--- src/rtl/stepper_pkg.sv ---
// Shared types and widths for the stepper pulse generator.
package stepper_pkg;
  localparam int STEP_CNT_W = 31;
  localparam int POS_W      = 32;
  localparam int PERIOD_W   = 32;

  typedef enum logic [1:0] {
    IDLE,
    SETUP,
    HIGH,
    LOW
  } state_t;
endpackage

--- src/rtl/stepper_sync2.sv ---
// Two-flop synchronizer for an asynchronous level input.
module stepper_sync2 (
  input  logic clk,
  input  logic reset,
  input  logic d,
  output logic q
);
  logic meta;

  always_ff @(posedge clk) begin
    if (reset) begin
      meta <= 1'b0;
      q    <= 1'b0;
    end else begin
      meta <= d;
      q    <= meta;
    end
  end
endmodule

--- src/rtl/stepper_pulse_gen.sv ---
// STEP/DIR pulse generator with setup delay, period clamp, abort and position tracking.
// Define STEPPER_ENDSTOP_ABORT_EN to let the endstop in the travel direction abort a move.
module stepper_pulse_gen
  import stepper_pkg::*;
#(
  parameter int unsigned PULSE_WIDTH = 4,
  parameter int unsigned DIR_SETUP   = 8
) (
  input  logic                  clk,
  input  logic                  reset,
  input  logic                  cmd_valid,
  output logic                  cmd_ready,
  input  logic [STEP_CNT_W-1:0] cmd_steps,
  input  logic                  cmd_dir,
  input  logic [PERIOD_W-1:0]   cmd_period,
  input  logic                  abort,
  input  logic                  pos_clear,
  input  logic                  endstop_min,
  input  logic                  endstop_max,
  output logic                  step,
  output logic                  dir,
  output logic                  busy,
  output logic [STEP_CNT_W-1:0] steps_left,
  output logic [POS_W-1:0]      position,
  output logic                  done,
  output logic                  aborted
);
  localparam logic [PERIOD_W-1:0] MIN_PERIOD = PERIOD_W'(2 * PULSE_WIDTH);
  localparam logic [31:0]         PW_LAST    = 32'(PULSE_WIDTH - 1);
  localparam logic [31:0]         SETUP_LAST = 32'(DIR_SETUP - 1);

  state_t                state, next_state;
  logic [31:0]           cnt;
  logic [PERIOD_W-1:0]   low_cycles;
  logic [PERIOD_W-1:0]   eff_period;
  logic                  abort_pend;
  logic                  es_min_s, es_max_s;
  logic                  abort_eff, start_blocked;
  logic                  accept, rise, take_step, finish, finish_abort, pend_set;

  stepper_sync2 u_sync_min (.clk(clk), .reset(reset), .d(endstop_min), .q(es_min_s));
  stepper_sync2 u_sync_max (.clk(clk), .reset(reset), .d(endstop_max), .q(es_max_s));

`ifdef STEPPER_ENDSTOP_ABORT_EN
  assign abort_eff     = abort | (dir ? es_max_s : es_min_s);
  assign start_blocked = cmd_dir ? es_max_s : es_min_s;
`else
  logic unused_endstops;
  assign unused_endstops = es_min_s ^ es_max_s;
  assign abort_eff       = abort;
  assign start_blocked   = 1'b0;
`endif

  assign eff_period = (cmd_period < MIN_PERIOD) ? MIN_PERIOD : cmd_period;
  assign step       = (state == HIGH);
  assign busy       = (state != IDLE);
  assign cmd_ready  = (state == IDLE);

  always_comb begin
    next_state   = state;
    accept       = 1'b0;
    rise         = 1'b0;
    take_step    = 1'b0;
    finish       = 1'b0;
    finish_abort = 1'b0;
    pend_set     = 1'b0;
    case (state)
      IDLE: begin
        if (cmd_valid) begin
          accept = 1'b1;
          if (cmd_steps == '0) begin
            finish = 1'b1;
          end else if (start_blocked) begin
            finish       = 1'b1;
            finish_abort = 1'b1;
          end else begin
            next_state = SETUP;
          end
        end
      end
      SETUP: begin
        if (abort_eff) begin
          next_state   = IDLE;
          finish       = 1'b1;
          finish_abort = 1'b1;
        end else if (cnt == SETUP_LAST) begin
          next_state = HIGH;
          rise       = 1'b1;
        end
      end
      HIGH: begin
        // An abort seen mid-pulse is remembered so the pulse keeps its full width.
        if (cnt == PW_LAST) begin
          take_step = 1'b1;
          if (abort_pend || abort_eff) begin
            next_state   = IDLE;
            finish       = 1'b1;
            finish_abort = 1'b1;
          end else begin
            next_state = LOW;
          end
        end else if (abort_eff) begin
          pend_set = 1'b1;
        end
      end
      LOW: begin
        if (abort_eff) begin
          next_state   = IDLE;
          finish       = 1'b1;
          finish_abort = 1'b1;
        end else if (cnt == low_cycles - 32'd1) begin
          if (steps_left != '0) begin
            next_state = HIGH;
            rise       = 1'b1;
          end else begin
            next_state = IDLE;
            finish     = 1'b1;
          end
        end
      end
      default: next_state = IDLE;
    endcase
  end

  always_ff @(posedge clk) begin
    if (reset) begin
      state      <= IDLE;
      cnt        <= '0;
      low_cycles <= '0;
      abort_pend <= 1'b0;
      dir        <= 1'b0;
      steps_left <= '0;
      position   <= '0;
      done       <= 1'b0;
      aborted    <= 1'b0;
    end else begin
      state <= next_state;
      done  <= finish;
      cnt   <= (next_state != state || state == IDLE) ? '0 : cnt + 32'd1;

      if (next_state != HIGH)
        abort_pend <= 1'b0;
      else if (pend_set)
        abort_pend <= 1'b1;

      if (accept) begin
        dir     <= cmd_dir;
        aborted <= finish_abort;
        if (cmd_steps != '0) begin
          steps_left <= cmd_steps;
          low_cycles <= eff_period - PULSE_WIDTH;
        end
      end else if (finish) begin
        aborted <= finish_abort;
      end

      if (take_step)
        steps_left <= steps_left - 1'b1;

      if (pos_clear)
        position <= '0;
      else if (rise)
        position <= dir ? position + 1'b1 : position - 1'b1;
    end
  end
endmodule

--- config.mk ---
export PLATFORM = sky130hd
export DESIGN_NAME = stepper_pulse_gen
export DESIGN_NICKNAME = d
export VERILOG_FILES = /design/src/rtl/stepper_pkg.sv /design/src/rtl/stepper_sync2.sv /design/src/rtl/stepper_pulse_gen.sv
export SDC_FILE = /design/constraint.sdc
export NUM_CORES = 1
export LEC_CHECK = 0
export ABC_AREA = 1
export BUFFER_PORTS_ARGS = -buffer_cell sky130_fd_sc_hd__buf_2
export CAP_MARGIN = 0
export CORE_AREA = 2 2 208 210
export DETAILED_ROUTE_END_ITERATION = 8
export DIE_AREA = 0 0 210 212
export PLACE_DENSITY = 0.45
export SYNTH_ARGS = -nofsm -noshare
export SYNTH_HDL_FRONTEND = slang
export SYNTH_HIERARCHICAL = 1
export SYNTH_SLANG_ARGS = --single-unit
--- constraint.sdc ---
create_clock -name clk -period 5.3 [get_ports clk]
set_clock_uncertainty 0.15 [all_clocks]
set_input_delay 1.06 -clock clk [delete_from_list [all_inputs] [get_ports clk]]
set_output_delay 1.06 -clock clk [all_outputs]
set_load 0.02 [all_outputs]
Word level (Yosys, flattened, before mapping). Cells that the tools add are included. W data, S select, Z words.

Register bits after elaboration: 133. Output and inout port bits: 69. Word-level logic and storage cells: 79.

Add/subtract/negate cells: 6. Order comparisons: 1. Equality and inequality tests: 8. Muxes and demuxes: 39. Reduce and logical (&&, ||, !) cells: 16.

Operators by type and width (count): $mux W31 (3); $add A32 B1 Y32 const B (2); $mux W32 (2); $sub A32 B1 Y32 const B (2); $reduce_bool A31 Y1 (2); $eq A32 B2 Y1 const B (1); $eq A32 B3 Y1 const B (1); $eq A32 B32 Y1 (1); $lt A32 B4 Y1 const B (1); $sub A32 B3 Y32 const B (1); $logic_not A31 Y1 (1); $sub A31 B1 Y31 const B (1); $mux W1 (21); $mux W2 (9); $pmux W2 S4 (1); $reduce_bool A2 Y1 (4); $reduce_or A2 Y1 (4); $eq A2 B2 Y1 const B (2); $pmux W1 S4 (1); $reduce_and A2 Y1 (2); $pmux W1 S3 (1); $eq A2 B1 Y1 const B (1); $logic_not A2 Y1 (1); $logic_or A1 B1 Y1 (2); other kinds (3) (3).

Depth between registers and ports, before layout.
Depth after elaboration: 8. Gate-level depth with buffers: 22. Depth with buffers taken out: 21.

Worst setup path before layout. No wires, ideal clock.

Kind: input port to flip-flop. Start point: input port cmd_period[14]. End point: register low_cycles[28]. Arrival: 3.424 ns. Required time: 5.064 ns. Slack: 1.640 ns. Stages: 17. Path buffers: 0. Cells stage by stage: nor2_1 > nand2_1 > nor2_1 > nand2_1 > nor2_1 > nor2_1 > inv_1 > ha_1 > inv_1 > nor2_1 > inv_1 > nor4_1 > nand4_1 > nor4_1 > xor2_1 > nor2_1 > a211oi_1.

Word-level cells in the longest chain between the ends: 3.

Ends and longest elaborated chain: start: declaration (RTL line stepper_pulse_gen.sv:15) `input logic [PERIOD_W-1:0] cmd_period,`; $lt A32 B4 Y1 (RTL line stepper_pulse_gen.sv:54) `assign eff_period = (cmd_period < MIN_PERIOD) ? MIN_PERIOD : cmd_period;`; $mux W32 * (RTL line stepper_pulse_gen.sv:54); $sub A32 B3 Y32 * (RTL line stepper_pulse_gen.sv:151) `low_cycles <= eff_period - PULSE_WIDTH;`; end signal: assignment (RTL line stepper_pulse_gen.sv:151); end: declaration (RTL line stepper_pulse_gen.sv:34) `logic [PERIOD_W-1:0] low_cycles;`.

Every way passes the cells marked *; elsewhere a longest branch is shown, timed or not. A chain may end at the register's enable or synchronous reset.

Worst setup path after layout.
Start point: input port cmd_period[20]. End point: register low_cycles[28].

Same word-level chain as after synthesis.

==> flow_results.xml <==
<?xml version="1.0" encoding="UTF-8"?>
<metrics>
  <group name="timing">
    <metric name="drv_slew" unit="">0</metric>
    <metric name="finalCriticalPeriod" unit="ns">3.83</metric>
    <metric name="max_clock_freq" unit="MHz">261</metric>
    <metric name="finalHoldViolations" unit="">0</metric>
    <metric name="grt_setup_unrepaired" unit="">false</metric>
    <metric name="worst-slew-pin-transition" unit="ns">0.960</metric>
    <metric name="layout_worst_path_cycle_share" unit="%">72.2</metric>
    <metric name="setup_viol" unit="">0</metric>
    <metric name="max_slew_margin" unit="%">35.8</metric>
    <metric name="fin_tns_setup" unit="ns">0</metric>
  </group>
  <group name="power">
    <metric name="worst_ir_drop_vdd" unit="uV">224</metric>
    <metric name="power.density_cell_area" unit="nW/um2">248</metric>
    <metric name="reported_leakage_power" unit="nW">5.52</metric>
  </group>
  <group name="yosys">
    <metric name="synth.avg_cell_area" unit="um2">6.55</metric>
    <metric name="synth_compound_area_share" unit="%">15.3</metric>
    <metric name="ys_top_cells_by_area" unit="">sky130_fd_sc_hd__dfxtp_1, sky130_fd_sc_hd__nand2_1, sky130_fd_sc_hd__nor2_1</metric>
    <metric name="synth_seq_cells" unit="">133</metric>
    <metric name="synth-async-reset-ratio" unit="%">0</metric>
    <metric name="synthDistinctLibCells" unit="">57</metric>
    <metric name="postSynthNetCount" unit="">1706</metric>
    <metric name="post_synth_mux_area_share" unit="%">0</metric>
    <metric name="synth.cell_area" unit="um2">10500</metric>
    <metric name="top_flip_flop_cell_by_instance_count_after_synthesis" unit="">sky130_fd_sc_hd__dfxtp_1</metric>
    <metric name="post_synthesis_share_of_cell_area_spent_on_xor_and_xnor_gates" unit="%">10.0</metric>
    <metric name="synth.largest_area_cell" unit="">sky130_fd_sc_hd__dfxtp_1</metric>
    <metric name="yosysWarnings" unit="">6</metric>
    <metric name="synth-seq-area-share" unit="%">25.4</metric>
    <metric name="adder_cell_share_of_the_synthesized_area" unit="%">4.37</metric>
    <metric name="synth_enable_flop_cells" unit="">0</metric>
    <metric name="synth_top_family_by_area" unit="">simple AND/OR/NAND/NOR gates</metric>
    <metric name="post_synth_and_or_nand_nor_area_fraction" unit="%">35.2</metric>
    <metric name="synth_largest_type_area_fraction" unit="%">25.4</metric>
    <metric name="synth_cells" unit="">1599</metric>
  </group>
  <group name="setup_path">
    <metric name="worst_ep_arrival_time" unit="ns">4.06</metric>
    <metric name="timing.critical_path.cells" unit="">buf_2 &gt; nor2_1 &gt; nand2_1 &gt; nor2_1 &gt; nand3_1 &gt; nor2_1 &gt; nor2_1 &gt; inv_1 &gt; ha_1 &gt; inv_1 &gt; nor2_1 &gt; inv_1 &gt; nor4_1 &gt; buf_4 &gt; nand4_1 &gt; nor4_1 &gt; xor2_1 &gt; nor2_1 &gt; a211oi_1</metric>
    <metric name="worst-path-max-fanout" unit="">4</metric>
    <metric name="crit-reg2reg-capture" unit="">position[31]</metric>
    <metric name="critPathKind" unit="">in -&gt; reg</metric>
    <metric name="regToRegSetupSlack" unit="ns">1.64</metric>
    <metric name="timing.reg2reg.worst_path_depth" unit="">17</metric>
    <metric name="slowest_stage_delay_on_critical_path" unit="ns">0.27</metric>
    <metric name="regToRegStartpoint" unit="">low_cycles[0]</metric>
    <metric name="worst_setup_path_start_kind" unit="">primary input</metric>
    <metric name="critical_path.endpoint_type" unit="">flop</metric>
    <metric name="slowest_stage" unit="">sky130_fd_sc_hd__nor2_1</metric>
    <metric name="cpMostUsedCell" unit="">sky130_fd_sc_hd__nor2_1</metric>
    <metric name="required" unit="ns">5.54</metric>
  </group>
  <group name="clock_tree">
    <metric name="post_cts.resized_instances" unit="">0</metric>
    <metric name="max-clock-path-buffers" unit="">2</metric>
    <metric name="cts.clk_slew.worst_paths" unit="ns">0.06</metric>
    <metric name="tritoncts.num_buffers" unit="">17</metric>
    <metric name="cts_post_setup_buffers_inserted" unit="">0</metric>
    <metric name="cts_tree" unit="">built</metric>
    <metric name="clk_root_buffer_cell" unit="">sky130_fd_sc_hd__clkbuf_16</metric>
    <metric name="clock_insertion_delay_worst_skew" unit="ns">0.48</metric>
    <metric name="cts_hold_bufs" unit="">0</metric>
    <metric name="clock_tree_sinks" unit="">133</metric>
    <metric name="cts-htree-levels" unit="">4</metric>
  </group>
  <group name="global_route">
    <metric name="antenna_found_initial" unit="">0</metric>
    <metric name="track_usage" unit="%">16.0</metric>
    <metric name="pin_count_of_the_biggest_net_entering_global_routing" unit="">60</metric>
    <metric name="grt.overflow.total" unit="">0</metric>
    <metric name="vias_in_the_first_global_route" unit="">10200</metric>
    <metric name="grt_pass1_wl" unit="um">55300</metric>
  </group>
  <group name="route">
    <metric name="drt-initial-drc-count" unit="">494</metric>
    <metric name="drtPass1Iterations" unit="">4</metric>
    <metric name="vias_per_cell" unit="">4.66</metric>
    <metric name="vias" unit="">10600</metric>
    <metric name="post-route-drc-count" unit="">0</metric>
    <metric name="drt.antenna.violating_nets" unit="">0</metric>
    <metric name="route.final.wire_length" unit="um">34800</metric>
    <metric name="route.detailed.wl_per_inst" unit="um">15.3</metric>
  </group>
  <group name="finish">
    <metric name="post_route_cells_drive_above_1_share" unit="%">15.2</metric>
    <metric name="final_net_count" unit="">1823</metric>
    <metric name="layout-area-overhead-vs-synth" unit="%">17.4</metric>
    <metric name="final_core_utilization" unit="%">28.9</metric>
    <metric name="antenna-diode-count" unit="">0</metric>
    <metric name="num-fill-cells" unit="">4710</metric>
  </group>
  <group name="placement">
    <metric name="port_buf_inserts" unit="">137</metric>
    <metric name="finalWeightedCongestion" unit="">0.929</metric>
    <metric name="detailed_place_hpwl" unit="um">27100</metric>
  </group>
  <group name="job">
    <metric name="maxCapViolations" unit="">0</metric>
  </group>
  <group name="hold_path">
    <metric name="worst_hold_path.num_cells" unit="">2</metric>
    <metric name="hold_path.startpoint" unit="">low_cycles[1]</metric>
    <metric name="min_to" unit="">low_cycles[1]</metric>
    <metric name="min_path_type" unit="">reg -&gt; reg</metric>
  </group>
  <group name="floorplan">
    <metric name="die_y_extent" unit="um">212</metric>
    <metric name="rows" unit="">76</metric>
    <metric name="core_area" unit="um2">42500</metric>
    <metric name="boundaryPins" unit="">140</metric>
    <metric name="initial_utilization" unit="%">24.6</metric>
    <metric name="die_x" unit="um">210</metric>
    <metric name="die_area" unit="um2">44500</metric>
  </group>
  <group name="outcome">
    <metric name="status" unit="">complete, no violations</metric>
  </group>
</metrics>
[how the worst max path moves through the flow]
| stage | from | to | slack [ns] | cells past startpoint |
|---|---|---|---|---|
| 3_5_place_dp | cmd_period[21] | low_cycles[28] | 0.92 | 19 |
| 4_1_cts | cmd_period[21] | low_cycles[28] | 1.44 | 19 |
| 2_1_floorplan | cmd_period[14] | low_cycles[28] | 1.64 | 17 |
| 6_report | cmd_period[20] | low_cycles[28] | 1.47 | 19 |
| 3_3_place_gp | cmd_period[21] | low_cycles[28] | 0.88 | 19 |
| 5_1_grt | cmd_period[21] | low_cycles[28] | 1.20 | 19 |
[flip-flops by register name, summed over array words and instances (netlist names)]
register	cells
dir	1
abort_pend	1
cnt	32
steps_left	31
low_cycles	32
aborted	1
done	1
state	2
position	32
[synth_stat cells, types with 4 or more instances]
| library cell | count |
|---|---|
| sky130_fd_sc_hd__o211ai_1 | 15 |
| sky130_fd_sc_hd__a211oi_1 | 7 |
| sky130_fd_sc_hd__o21ai_0 | 95 |
| sky130_fd_sc_hd__dfxtp_1 | 133 |
| sky130_fd_sc_hd__nor2_4 | 5 |
| sky130_fd_sc_hd__inv_1 | 199 |
| sky130_fd_sc_hd__nand2_2 | 9 |
| sky130_fd_sc_hd__ha_1 | 35 |
| sky130_fd_sc_hd__o21ai_1 | 4 |
| sky130_fd_sc_hd__xnor2_1 | 51 |
| sky130_fd_sc_hd__buf_2 | 5 |
| sky130_fd_sc_hd__nand2_1 | 282 |
| sky130_fd_sc_hd__nor3_1 | 35 |
| sky130_fd_sc_hd__nor4_1 | 27 |
| sky130_fd_sc_hd__nor2_1 | 218 |
| sky130_fd_sc_hd__nand3_2 | 8 |
| sky130_fd_sc_hd__clkbuf_1 | 29 |
| sky130_fd_sc_hd__a21oi_1 | 113 |
| sky130_fd_sc_hd__nand3_1 | 81 |
| sky130_fd_sc_hd__nand4_1 | 43 |
| sky130_fd_sc_hd__nor2_2 | 7 |
| sky130_fd_sc_hd__a221oi_1 | 7 |
| sky130_fd_sc_hd__a31oi_1 | 11 |
| sky130_fd_sc_hd__nor3_2 | 32 |
| sky130_fd_sc_hd__xor2_1 | 69 |
| sky130_fd_sc_hd__nand3b_1 | 6 |
| sky130_fd_sc_hd__inv_2 | 6 |
| sky130_fd_sc_hd__o21bai_1 | 9 |
| sky130_fd_sc_hd__or2_2 | 9 |
| sky130_fd_sc_hd__buf_6 | 6 |
[critical path: cells and delay by family]
kind / cells / cell delay, ns
adder cells (fa/ha/maj): 1 / 0.16
XOR/XNOR: 1 / 0.17
AO/OA/AOI/OAI: 1 / 0.17
buffers and inverters: 5 / 0.62
AND/OR/NAND/NOR: 11 / 1.87
[per-layer routing]
metal	routed length, um	share of wire, %	track usage, %
met1	16300	47	19.8
met2	16200	47	26.6
met3	1300	3.7	3.43
met4	1010	2.9	7.29
met5	0	0	0
[stage by stage]
| step | cells | worst slack (ns) | hold WS [ns] | total power [mW] | area [um2] |
|---|---|---|---|---|---|
| 2_1_floorplan | 1599 | 1.64 | 0.305 | 1.57 | 10500 |
| 3_3_place_gp | 2243 | 0.881 | 0.329 | 1.76 | 11700 |
| 3_5_place_dp | 2243 | 0.919 | 0.337 | 1.76 | 11700 |
| 4_1_cts | 2275 | 1.44 | 0.347 | 3.11 | 12300 |
| 5_1_grt | 2275 | 1.20 | 0.366 | 3.22 | 12300 |
| 6_report | 2275 | 1.47 | 0.343 | 3.05 | 12300 |
[power by group]
part | total, mW | switching [mW] | leakage (nW) | internal (mW)
combinational | 0.646 | 0.434 | 4.13 | 0.212
clock | 1.32 | 0.509 | 0.305 | 0.807
sequential | 1.09 | 0.0545 | 1.08 | 1.04
total | 3.05 | 0.998 | 5.52 | 2.06
[layout by cell type (no fill, tap or decap), types with 3 or more instances in the layout]
master	synthesis	layout
sky130_fd_sc_hd__nor3_2	32	32
sky130_fd_sc_hd__inv_2	6	6
sky130_fd_sc_hd__nor4_1	27	27
sky130_fd_sc_hd__a22oi_1	3	3
sky130_fd_sc_hd__o21bai_1	9	9
sky130_fd_sc_hd__clkbuf_16	0	17
sky130_fd_sc_hd__buf_2	5	137
sky130_fd_sc_hd__o21ai_1	4	4
sky130_fd_sc_hd__o21ai_0	95	95
sky130_fd_sc_hd__bufinv_16	0	4
sky130_fd_sc_hd__o211ai_1	15	15
sky130_fd_sc_hd__a211oi_1	7	7
sky130_fd_sc_hd__nor2_1	218	218
sky130_fd_sc_hd__buf_4	3	8
sky130_fd_sc_hd__nor3_1	35	35
sky130_fd_sc_hd__ha_1	35	35
sky130_fd_sc_hd__a21oi_1	113	113
sky130_fd_sc_hd__clkinvlp_4	0	3
sky130_fd_sc_hd__nor2_4	5	5
sky130_fd_sc_hd__nand3_1	81	81
sky130_fd_sc_hd__nor2_2	7	7
sky130_fd_sc_hd__xor2_1	69	69
sky130_fd_sc_hd__clkinv_2	0	4
sky130_fd_sc_hd__nand3_2	8	8
sky130_fd_sc_hd__nand3b_1	6	6
sky130_fd_sc_hd__nand2_2	9	10
sky130_fd_sc_hd__nand4_1	43	43
sky130_fd_sc_hd__o21a_1	3	3
sky130_fd_sc_hd__inv_1	199	199
sky130_fd_sc_hd__xnor2_1	51	51
sky130_fd_sc_hd__a221oi_1	7	7
sky130_fd_sc_hd__a31oi_1	11	11
sky130_fd_sc_hd__or2_2	9	9
sky130_fd_sc_hd__dfxtp_1	133	133
sky130_fd_sc_hd__o221ai_1	3	3
sky130_fd_sc_hd__nor3b_1	3	3
sky130_fd_sc_hd__nand2_1	282	281
[cell families after synthesis]
group	count (synthesis)
xor gates and xnor gates	120
buffers and inverters	253
adders and majority gates	36
AOI/OAI and AO/OA	282
and+or+nand+nor	775
DFF	133
[final cells by class]
class	instances	area, um2	share of cell area, %
Clock buffer	19	453	3.68
Timing Repair Buffer	145	746	6.06
Multi-Input combinational cell	1213	6800	55.3
Sequential cell	133	2660	21.6
Inverter	206	773	6.29
Clock inverter	13	180	1.46
Tap cell	546	683	5.55
No activity file was read; power rests on OpenSTA's default activity.
